[src/rtl/uart_mitm_pkg.sv]
// Shared definitions for the UART MITM engine.
//   mode_e       : per-direction mode codes (6 and 7 behave as BLOCK)
//   send_state_e : send FSM states
//   ROT_*        : ROT13 letter ranges on the zero-extended byte value
package uart_mitm_pkg;

  typedef enum logic [2:0] {
    MODE_FORWARD    = 3'd0,
    MODE_BLOCK      = 3'd1,
    MODE_SUB        = 3'd2,
    MODE_ROT13      = 3'd3,
    MODE_XOR        = 3'd4,
    MODE_MATCH_REPL = 3'd5
  } mode_e;

  typedef enum logic {
    ST_IDLE = 1'b0,
    ST_WAIT = 1'b1
  } send_state_e;

  localparam int unsigned ROT_UC_LO_FIRST = 65;   // 'A'
  localparam int unsigned ROT_UC_LO_LAST  = 77;   // 'M'
  localparam int unsigned ROT_UC_HI_FIRST = 78;   // 'N'
  localparam int unsigned ROT_UC_HI_LAST  = 90;   // 'Z'
  localparam int unsigned ROT_LC_LO_FIRST = 97;   // 'a'
  localparam int unsigned ROT_LC_LO_LAST  = 109;  // 'm'
  localparam int unsigned ROT_LC_HI_FIRST = 110;  // 'n'
  localparam int unsigned ROT_LC_HI_LAST  = 122;  // 'z'
  localparam int unsigned ROT_SHIFT       = 13;

endpackage

[src/rtl/mitm_direction_channel.sv]
// One MITM direction: byte transform, FIFO, send FSM, injected-byte counter
// and sticky overflow flag.
//   mode_in                     : requested mode, adopted only while idle
//   sub_char/xor_key/match_char/replace_char : operands, used at enqueue
//   clear_status                : clears ovf and cnt (beats increment)
//   recv_new_data/recv_data     : received-byte strobe and value
//   send_ready/send_done        : fake sender status
//   select/send_start/keep_alive/send_data : fake sender controls
//   ovf/cnt                     : sticky overflow flag, injected-byte count
module mitm_direction_channel
  import uart_mitm_pkg::*;
#(
  parameter int unsigned NUM_DATA_BITS = 8,
  parameter int unsigned FIFO_DEPTH    = 4,
  parameter int unsigned MODE_W        = 3,
  parameter int unsigned CNT_W         = 16
) (
  input  logic                     clk,
  input  logic                     rst_n,
  input  logic [MODE_W-1:0]        mode_in,
  input  logic [NUM_DATA_BITS-1:0] sub_char,
  input  logic [NUM_DATA_BITS-1:0] xor_key,
  input  logic [NUM_DATA_BITS-1:0] match_char,
  input  logic [NUM_DATA_BITS-1:0] replace_char,
  input  logic                     clear_status,
  input  logic                     recv_new_data,
  input  logic [NUM_DATA_BITS-1:0] recv_data,
  input  logic                     send_ready,
  input  logic                     send_done,
  output logic                     select,
  output logic                     send_start,
  output logic                     keep_alive,
  output logic [NUM_DATA_BITS-1:0] send_data,
  output logic                     ovf,
  output logic [CNT_W-1:0]         cnt
);

  localparam int unsigned AW = (FIFO_DEPTH > 1) ? $clog2(FIFO_DEPTH) : 1;
  localparam int unsigned ZW = (NUM_DATA_BITS > 32) ? NUM_DATA_BITS : 32;
  localparam logic [AW:0] FIFO_FULL = (AW+1)'(FIFO_DEPTH);

  logic [NUM_DATA_BITS-1:0] mem_q [FIFO_DEPTH];

  send_state_e              state_q, state_d;
  logic [MODE_W-1:0]        mode_q, mode_d;
  logic [AW-1:0]            wr_ptr_q, wr_ptr_d, rd_ptr_q, rd_ptr_d;
  logic [AW:0]              count_q, count_d;
  logic                     select_q, select_d;
  logic                     send_start_q, send_start_d;
  logic                     keep_alive_q, keep_alive_d;
  logic [NUM_DATA_BITS-1:0] send_data_q, send_data_d;
  logic                     ovf_q, ovf_d;
  logic [CNT_W-1:0]         cnt_q, cnt_d;

  logic                     enq, push, pop, full, idle;
  logic [NUM_DATA_BITS-1:0] xform;
  logic [ZW-1:0]            rot_z;

  // Transform uses the active mode, so a queued byte is always the product
  // of a single mode even if mode_in changes while the queue drains.
  always_comb begin
    enq   = 1'b0;
    xform = recv_data;
    rot_z = ZW'(recv_data);
    case (mode_q)
      MODE_W'(MODE_SUB): begin
        enq   = recv_new_data;
        xform = sub_char;
      end
      MODE_W'(MODE_ROT13): begin
        enq = recv_new_data;
        if ((rot_z >= ZW'(ROT_UC_LO_FIRST) && rot_z <= ZW'(ROT_UC_LO_LAST)) ||
            (rot_z >= ZW'(ROT_LC_LO_FIRST) && rot_z <= ZW'(ROT_LC_LO_LAST)))
          xform = recv_data + NUM_DATA_BITS'(ROT_SHIFT);
        else if ((rot_z >= ZW'(ROT_UC_HI_FIRST) && rot_z <= ZW'(ROT_UC_HI_LAST)) ||
                 (rot_z >= ZW'(ROT_LC_HI_FIRST) && rot_z <= ZW'(ROT_LC_HI_LAST)))
          xform = recv_data - NUM_DATA_BITS'(ROT_SHIFT);
      end
      MODE_W'(MODE_XOR): begin
        enq   = recv_new_data;
        xform = recv_data ^ xor_key;
      end
      MODE_W'(MODE_MATCH_REPL): begin
        enq   = recv_new_data;
        xform = (recv_data == match_char) ? replace_char : recv_data;
      end
      default: ;
    endcase
  end

  always_comb begin
    full = (count_q == FIFO_FULL);
    idle = (state_q == ST_IDLE) && (count_q == '0);
    pop  = (state_q == ST_IDLE) && (count_q != '0) && send_ready;
    // A full FIFO still accepts a push when the head leaves the same cycle.
    push = enq && (!full || pop);

    mode_d       = idle ? mode_in : mode_q;
    state_d      = state_q;
    send_start_d = 1'b0;
    send_data_d  = send_data_q;

    case (state_q)
      ST_IDLE: begin
        if (pop) begin
          send_start_d = 1'b1;
          send_data_d  = mem_q[rd_ptr_q];
          state_d      = ST_WAIT;
        end
      end
      ST_WAIT: begin
        if (send_done) state_d = ST_IDLE;
      end
      default: state_d = ST_IDLE;
    endcase

    wr_ptr_d = push ? wr_ptr_q + AW'(1) : wr_ptr_q;
    rd_ptr_d = pop  ? rd_ptr_q + AW'(1) : rd_ptr_q;
    count_d  = count_q;
    if (push && !pop)      count_d = count_q + (AW+1)'(1);
    else if (pop && !push) count_d = count_q - (AW+1)'(1);

    if (clear_status)          cnt_d = '0;
    else if (pop)              cnt_d = cnt_q + CNT_W'(1);
    else                       cnt_d = cnt_q;

    if (clear_status)          ovf_d = 1'b0;
    else if (enq && !push)     ovf_d = 1'b1;
    else                       ovf_d = ovf_q;

    select_d     = (mode_d != MODE_W'(MODE_FORWARD));
    keep_alive_d = (count_d != '0);
  end

  always_ff @(posedge clk) begin
    if (push) mem_q[wr_ptr_q] <= xform;
  end

  always_ff @(posedge clk or negedge rst_n) begin
    if (!rst_n) begin
      state_q      <= ST_IDLE;
      mode_q       <= MODE_W'(MODE_FORWARD);
      wr_ptr_q     <= '0;
      rd_ptr_q     <= '0;
      count_q      <= '0;
      select_q     <= 1'b0;
      send_start_q <= 1'b0;
      keep_alive_q <= 1'b0;
      send_data_q  <= '0;
      ovf_q        <= 1'b0;
      cnt_q        <= '0;
    end else begin
      state_q      <= state_d;
      mode_q       <= mode_d;
      wr_ptr_q     <= wr_ptr_d;
      rd_ptr_q     <= rd_ptr_d;
      count_q      <= count_d;
      select_q     <= select_d;
      send_start_q <= send_start_d;
      keep_alive_q <= keep_alive_d;
      send_data_q  <= send_data_d;
      ovf_q        <= ovf_d;
      cnt_q        <= cnt_d;
    end
  end

  assign select     = select_q;
  assign send_start = send_start_q;
  assign keep_alive = keep_alive_q;
  assign send_data  = send_data_q;
  assign ovf        = ovf_q;
  assign cnt        = cnt_q;

endmodule

[src/rtl/uart_mitm_engine.sv]
// UART MITM engine: two independent direction channels between the bus
// interface receive outputs and its fake-send controls.
//   Direction 01: if0 receive -> fake_if1_* outputs, mode_01, ovf_01, cnt_01
//   Direction 10: if1 receive -> fake_if0_* outputs, mode_10, ovf_10, cnt_10
//   Operands and clear_status are shared by both directions.
module uart_mitm_engine
  import uart_mitm_pkg::*;
#(
  parameter int unsigned NUM_DATA_BITS = 8,
  parameter int unsigned FIFO_DEPTH    = 4,
  parameter int unsigned MODE_W        = 3,
  parameter int unsigned CNT_W         = 16
) (
  input  logic                     sys_clk,
  input  logic                     rst_n,
  input  logic [MODE_W-1:0]        mode_01,
  input  logic [MODE_W-1:0]        mode_10,
  input  logic [NUM_DATA_BITS-1:0] sub_char,
  input  logic [NUM_DATA_BITS-1:0] xor_key,
  input  logic [NUM_DATA_BITS-1:0] match_char,
  input  logic [NUM_DATA_BITS-1:0] replace_char,
  input  logic                     clear_status,
  input  logic                     if0_recv_new_data,
  input  logic                     if1_recv_new_data,
  input  logic [NUM_DATA_BITS-1:0] real_if0_recv_data,
  input  logic [NUM_DATA_BITS-1:0] real_if1_recv_data,
  input  logic                     fake_if0_send_ready,
  input  logic                     fake_if1_send_ready,
  input  logic                     fake_if0_send_done,
  input  logic                     fake_if1_send_done,
  output logic                     fake_if0_select,
  output logic                     fake_if1_select,
  output logic                     fake_if0_send_start,
  output logic                     fake_if1_send_start,
  output logic                     fake_if0_keep_alive,
  output logic                     fake_if1_keep_alive,
  output logic [NUM_DATA_BITS-1:0] fake_if0_send_data,
  output logic [NUM_DATA_BITS-1:0] fake_if1_send_data,
  output logic                     ovf_01,
  output logic                     ovf_10,
  output logic [CNT_W-1:0]         cnt_01,
  output logic [CNT_W-1:0]         cnt_10
);

  mitm_direction_channel #(
    .NUM_DATA_BITS(NUM_DATA_BITS),
    .FIFO_DEPTH   (FIFO_DEPTH),
    .MODE_W       (MODE_W),
    .CNT_W        (CNT_W)
  ) u_ch01 (
    .clk          (sys_clk),
    .rst_n        (rst_n),
    .mode_in      (mode_01),
    .sub_char     (sub_char),
    .xor_key      (xor_key),
    .match_char   (match_char),
    .replace_char (replace_char),
    .clear_status (clear_status),
    .recv_new_data(if0_recv_new_data),
    .recv_data    (real_if0_recv_data),
    .send_ready   (fake_if1_send_ready),
    .send_done    (fake_if1_send_done),
    .select       (fake_if1_select),
    .send_start   (fake_if1_send_start),
    .keep_alive   (fake_if1_keep_alive),
    .send_data    (fake_if1_send_data),
    .ovf          (ovf_01),
    .cnt          (cnt_01)
  );

  mitm_direction_channel #(
    .NUM_DATA_BITS(NUM_DATA_BITS),
    .FIFO_DEPTH   (FIFO_DEPTH),
    .MODE_W       (MODE_W),
    .CNT_W        (CNT_W)
  ) u_ch10 (
    .clk          (sys_clk),
    .rst_n        (rst_n),
    .mode_in      (mode_10),
    .sub_char     (sub_char),
    .xor_key      (xor_key),
    .match_char   (match_char),
    .replace_char (replace_char),
    .clear_status (clear_status),
    .recv_new_data(if1_recv_new_data),
    .recv_data    (real_if1_recv_data),
    .send_ready   (fake_if0_send_ready),
    .send_done    (fake_if0_send_done),
    .select       (fake_if0_select),
    .send_start   (fake_if0_send_start),
    .keep_alive   (fake_if0_keep_alive),
    .send_data    (fake_if0_send_data),
    .ovf          (ovf_10),
    .cnt          (cnt_10)
  );

endmodule

[config.mk]
export PLATFORM = sky130hd
export DESIGN_NAME = uart_mitm_engine
export DESIGN_NICKNAME = d
export VERILOG_FILES = /design/src/rtl/uart_mitm_pkg.sv /design/src/rtl/mitm_direction_channel.sv /design/src/rtl/uart_mitm_engine.sv
export SDC_FILE = /design/constraint.sdc
export NUM_CORES = 1
export LEC_CHECK = 0
export CAP_MARGIN = 15
export CORE_MARGIN = 8
export CORE_UTILIZATION = 45
export DETAILED_ROUTE_END_ITERATION = 8
export PLACE_DENSITY = 0.68
export RECOVER_POWER = 25
export SLEW_MARGIN = 20
export SYNTH_ARGS = -nofsm -noshare
export SYNTH_HDL_FRONTEND = slang
export SYNTH_SLANG_ARGS = --single-unit
[constraint.sdc]
create_clock -name sys_clk -period 3.6 [get_ports sys_clk]
set_input_delay 0.36 -clock sys_clk [delete_from_list [all_inputs] [get_ports sys_clk]]
set_output_delay 0.36 -clock sys_clk [all_outputs]
set_load 0.01 [all_outputs]
# Yosys cells after proc, flatten, opt, wreduce, memory -nomap -nowiden
# Memories as Yosys holds them, arrays and structs flattened. A register that Yosys moved wholly into a read port is not among the register bits.
# Index checks and enable logic that the tools add are counted.
totals:
  memories: 2
  ram_bits: 64
  output_inout_bits: 56
  in_bits: 63
  regBits: 62
mem_list:
  columns: ["name", "words", "width", "rd", "rd_ports_with_merged_regs", "wr", "line_no", "source"]
  rows:
  - ["u_ch01.mem_q", 4, 8, 1, 1, 1, "mitm_direction_channel.sv:42", "logic [NUM_DATA_BITS-1:0] mem_q [FIFO_DEPTH];"]
  - ["u_ch10.mem_q", 4, 8, 1, 1, 1, "mitm_direction_channel.sv:42", null]
classes:
  magnitude_cmp: 16
  eq_ne: 12
  add_sub_neg: 14
  mux: 36
  n_bitwise: 4
  reduce_logical: 52
ops:
  columns: ["op", "count"]
  rows:
  - ["8-bit by 7-bit greater-or-equal comparator with 1-bit output (second input constant)", 8]
  - ["8-bit by 7-bit <= comparator with 1-bit output (second input constant)", 8]
  - ["16-bit two-way mux", 4]
  - ["8-bit case mux with 4 select lines", 2]
  - ["8-bit two-way mux", 6]
  - ["16-bit by 1-bit adder with 16-bit output (second input constant)", 2]
  - ["1-bit logical AND", 22]
  - ["3-bit == test (second input constant)", 6]
  - ["3-bit two-way mux", 6]
  - ["3-bit nonzero test", 6]
  - ["8-bit by 4-bit adder with 8-bit output (second input constant)", 2]
  - ["8-bit == test", 2]
  - ["1-bit two-way mux", 16]
  - ["8-bit by 4-bit subtractor with 8-bit output (second input constant)", 2]
  - ["8-bit XOR", 2]
  - ["3-bit by 2-bit == test with 1-bit output (second input constant)", 4]
  - ["2-bit by 1-bit adder with 2-bit output (second input constant)", 4]
  - ["1-bit zero test", 8]
  - ["2-bit nonzero test", 4]
  - ["4-bit OR reduction", 2]
  - ["3-bit by 1-bit adder with 3-bit output (second input constant)", 2]
  - ["3-bit zero test", 2]
  - ["1-bit logical OR", 6]
  - ["3-bit by 1-bit subtractor with 3-bit output (second input constant)", 2]
  - ["3 further kinds", 6]

# Depth between registers and ports, before layout
logic_depth:
  depth_word: 10
  depth_mapped: 10
  depth_no_buf: 9

# Cells and area by module
# Synthesis repeated with hierarchy kept, for this count alone.
hier_totals:
  cells_unflattened: 694
  hier_area_um2: 7795.0
by_module_without_submodules:
  columns: ["mod", "seq_area_each_um2", "instances", "area_per_inst_um2", "cells_each"]
  rows:
  - ["mitm_direction_channel", 1936.9, 2, 3897.5, 347]

# Least setup slack after synthesis
# OpenSTA, ideal clock, no wires.
synth_path:
  path_kind: "input to register"
  start: "input real_if1_recv_data[0]"
  end: "memory u_ch10.mem_q[0][0], data pin"
  setup_ps: 230
  arrival_time_ps: 2078
  slack_ps: 1292
  cell_stages: 9
  required_ps: 3370
  path_buffers: 1
  path_cell_list: "buf_2 inv_1 ha_1 or3b_1 a21oi_1 nor2_1 nor2_1 o21ai_0 a221oi_1"
synth_via:
  elab_chain_cells: 6
  word_cells_on_any_way: 22
synth_rtl:
  columns: ["item", "line_no", "source"]
  rows:
  - ["start: declaration", "uart_mitm_engine.sv:26", "input logic [NUM_DATA_BITS-1:0] real_if1_recv_data,"]
  - ["8-bit by 7-bit greater-or-equal comparator with 1-bit output (tied with other cells)", "mitm_direction_channel.sv:75", "else if ((rot_z >= ZW'(ROT_UC_HI_FIRST) && rot_z <= ZW'(ROT_UC_HI_LAST)) ||"]
  - ["1-bit logical AND, on equally long branches", "mitm_direction_channel.sv:75, mitm_direction_channel.sv:76", null]
  - ["1-bit logical OR", "mitm_direction_channel.sv:75", null]
  - ["8-bit two-way mux", "mitm_direction_channel.sv:75", null]
  - ["8-bit two-way mux", "mitm_direction_channel.sv:72", "if ((rot_z >= ZW'(ROT_UC_LO_FIRST) && rot_z <= ZW'(ROT_UC_LO_LAST)) ||"]
  - ["8-bit case mux with 4 select lines *", "mitm_direction_channel.sv:65", "case (mode_q)"]
  - ["via u_ch10.xform[0]", "mitm_direction_channel.sv:56", "logic [NUM_DATA_BITS-1:0] xform;"]
  - ["end: declaration", "mitm_direction_channel.sv:42", null]
# Mark *: on every way through the listed nets, which the timed path passes. The rest lies on a longest branch.

# Worst setup path in the final report
# Ends and elaborated chain as after synthesis.

==> metrics.csv <==
stage,metric,value,unit
status,status,finished with violations,
status,failed_checks,"max-capacitance violations, max-slew violations",
timing,slew_violations,79,
drt,drt_drc_violations_left,0,
cells_and_area,final_cell_mix,"clkdlybuf4s50_1 (115), dfrtp_1 (78), nand2_1 (68)",
global_routing,overflow,0,
timing,max_slew_margin,-28.9,%
floorplan,core,0.0173,mm2
global_routing,grt_max_degree,79,
drt,firstDrtPassIters,4,
setup_path,worst-path-max-fanout,9,
place,pre_cts_ws,0.362,ns
cells_and_area,syn2layout_area_growth,23.1,%
cells_and_area,layout_commonest_cell,clkdlybuf4s50_1,
synth,yosysUniqueCellTypes,81,
floorplan,start_util,45.9,%
clock_network,cts_buffers,17,
cells_and_area,fin_area,0.00977,mm2
drt,final_antenna_net_count,0,
cells_and_area,stdcell_count,1061,
timing,finalHoldViolCount,0,
clock_network,cts_max_level,4,
clock_network,cts.clk_slew.worst_paths,0.06,ns
clock_network,cts_tree,done,
drt,routed_wl,19.2,mm
global_routing,antenna_found_initial,0,
synth,yosys-top-cells-area,"dfrtp_1 (25%), edfxtp_1 (24%), mux4_2 (4.5%)",
cells_and_area,drive_gt1_share,10.8,%
synth,synth_top_area_share,24.6,%
synth,ys_ff_latch,142,
setup_path,cp-start-kind,input port,
drt,wl_per_cell,18.1,um
global_routing,grtUsageTotal,17.8,%
worst_hold_path,min_path_type,in2reg,
clock_network,cts_num_sinks,142,
timing,period_minus_slack,2.88,ns
floorplan,row_count,48,
drt,route.vias.total,5838,
timing,max_freq,0.348,GHz
synth,synth_edf_count,64,
floorplan,dieHeight,149,um
synth,synthesis.area,0.00794,mm2
cells_and_area,num-nets-final,910,
setup_path,critPathArrivalTime,3.02,ns
setup_path,path_class,in2reg,
timing,worst_slack,0.723,ns
timing,worstMarginPinSlew,1.93,ns
synth,syn_inst,715,
power_and_ir_drop,ir_drop,0.297,mV
timing,grt_setup_unrepaired,false,
timing,fin_setup_tns,0,ns
global_routing,grt_pass1_wl,31.3,mm
cells_and_area,seq_area,0.00387,mm2
synth,syn_nets,802,
drt,drt-vias-per-instance,5.50,
clock_network,cts_buffer_depth,2,
synth,yosys_warnings,0,
clock_network,clk_latency,0.41,ns
timing,setup_violations,0,
synth,synth-seq-area-share,48.8,%
place,globalplace.congestion,0.890,
power_and_ir_drop,p_per_area,714,mW/mm2
place,placed_cell_area,0.00921,mm2
clock_network,ctsRootBufferMaster,clkbuf_16,
timing,period_share,79.9,%
synth,yosysTopAreaCell,dfrtp_1,
synth,ys_async_sr_fraction,54.9,%
synth,synth_flop_cell,dfrtp_1,
clock_network,postCtsSetupRepairBufs,0,
place,place_inst,1029,
place,dpl.hpwl,14.7,mm
cells_and_area,fin_util,56.5,%
floorplan,fp.dieW,149,um
floorplan,die_area,0.0222,mm2
flow_run,cap_violations,1,
setup_path,worst_setup_path_end_kind,flop,
synth,syn_avg_cell_area,11.1,um2
drt,drt_iter0_drc,415,
cells_and_area,fillers,1453,
clock_network,cts_resized,0,
cells_and_area,n_antenna_cell,0,
power_and_ir_drop,p_leak,3.72,nW
place,port_buffers,118,
setup_path,worstPathRequired,3.74,ns
global_routing,grt_pass1_vias,6058,
clock_network,holdBufCountCts,0,
cells_and_area,multi_input_area,0.00371,mm2
floorplan,ios,119,
timing,finalClockSkew,0.0104,ns
## registers in the layout (all words and copies together), names as in the netlist, 2 cells and up
signal and count:
u_ch01.send_data 8, u_ch10.count_q 3, u_ch01.mode_q 3, u_ch10.send_data 8, u_ch10.cnt 16, u_ch01.count_q 3, u_ch10.wr_ptr_q 2, u_ch01.wr_ptr_q 2
u_ch01.mem_q 32, u_ch10.mode_q 3, u_ch10.mem_q 32, u_ch01.rd_ptr_q 2, u_ch01.cnt 16, u_ch10.rd_ptr_q 2
## where the power goes
part	internal, W	switching (W)	total [W]
combinational	0.00121	0.00139	0.00260
clock	0.000978	0.000685	0.00166
sequential	0.00233	0.000377	0.00271
total	0.00452	0.00245	0.00698
## cell families (layout without fill, tap and decap cells)
| logic type | Yosys count | count (layout) | share of synthesized area, % |
|---|---|---|---|
| compound gates | 133 | 133 | 11.8 |
| flops | 142 | 142 | 48.8 |
| mux | 43 | 43 | 8.27 |
| buf+inv | 66 | 187 | 4.46 |
| fa+ha+maj | 24 | 24 | 3.78 |
| xor+xnor | 74 | 74 | 8.26 |
| simple gates | 233 | 233 | 14.6 |
## path summary, 6_finish.rpt
kind | from | to | slack, ns | cells past startpoint
max | real_if1_recv_data[0] | u_ch10.mem_q[0][0] | 0.72 | 9
min | clear_status | u_ch01.cnt[0] | 0.45 | 2
max reg2reg | u_ch01.count_q[0] | u_ch01.keep_alive | 0.97 | 9
min reg2reg | u_ch10.send_data[4] | u_ch10.send_data[4] | 0.47 | 2
max in group asynchronous | rst_n | u_ch10.rd_ptr_q[1] | 1.96 | 1
min in group asynchronous | rst_n | u_ch01.send_data[4] | 0.49 | 1
## cell type report
type                    count  share of cell area (%)
multi-input cells         507                    38.0
repair buffers            126                    12.5
clock inverters            14                    1.37
clock buffers              18                    4.49
well taps                 225                    2.88
flip-flops and latches    142                    39.6
inverters                  29                    1.11
## synth_stat cells, drive strengths merged, types with 16 or more instances
| library cell | number |
|---|---|
| dfrtp | 78 |
| edfxtp | 64 |
| clkbuf | 19 |
| xnor2 | 41 |
| mux2 | 18 |
| o21ai | 35 |
| nor2 | 62 |
| xor2 | 33 |
| nand2 | 68 |
| mux4 | 16 |
| a21oi | 25 |
| ha | 24 |
| buf | 18 |
| inv | 27 |
## through the flow
stage	hold slack (ns)	total power [W]
final	0.453	0.00698
after global placement	0.462	0.00523
after detailed placement	0.462	0.00537
after CTS	0.138	0.00705
after global routing	0.479	0.00741
after floorplan	0.0644	0.00445
## critical path, cell delays in order
cell	delay, ns
clkdlybuf4s50_1	0.59
inv_1	0.26
ha_1	0.24
or3b_1	0.36
a21oi_1	0.31
nor2_1	0.15
nor2_1	0.17
o21ai_0	0.09
a221oi_1	0.49
## routing by layer
metal / global-route usage (%) / routed length [um] / up-vias
met2: 29.3 / 9210 / 180
li1: - / - / 2787
met5: 0 / 0 / -
met3: 4.40 / 1310 / 18
met4: 5.20 / 209 / 0
met1: 22.8 / 8520 / 2853
Note: power is estimated with default switching activity, not from simulation.
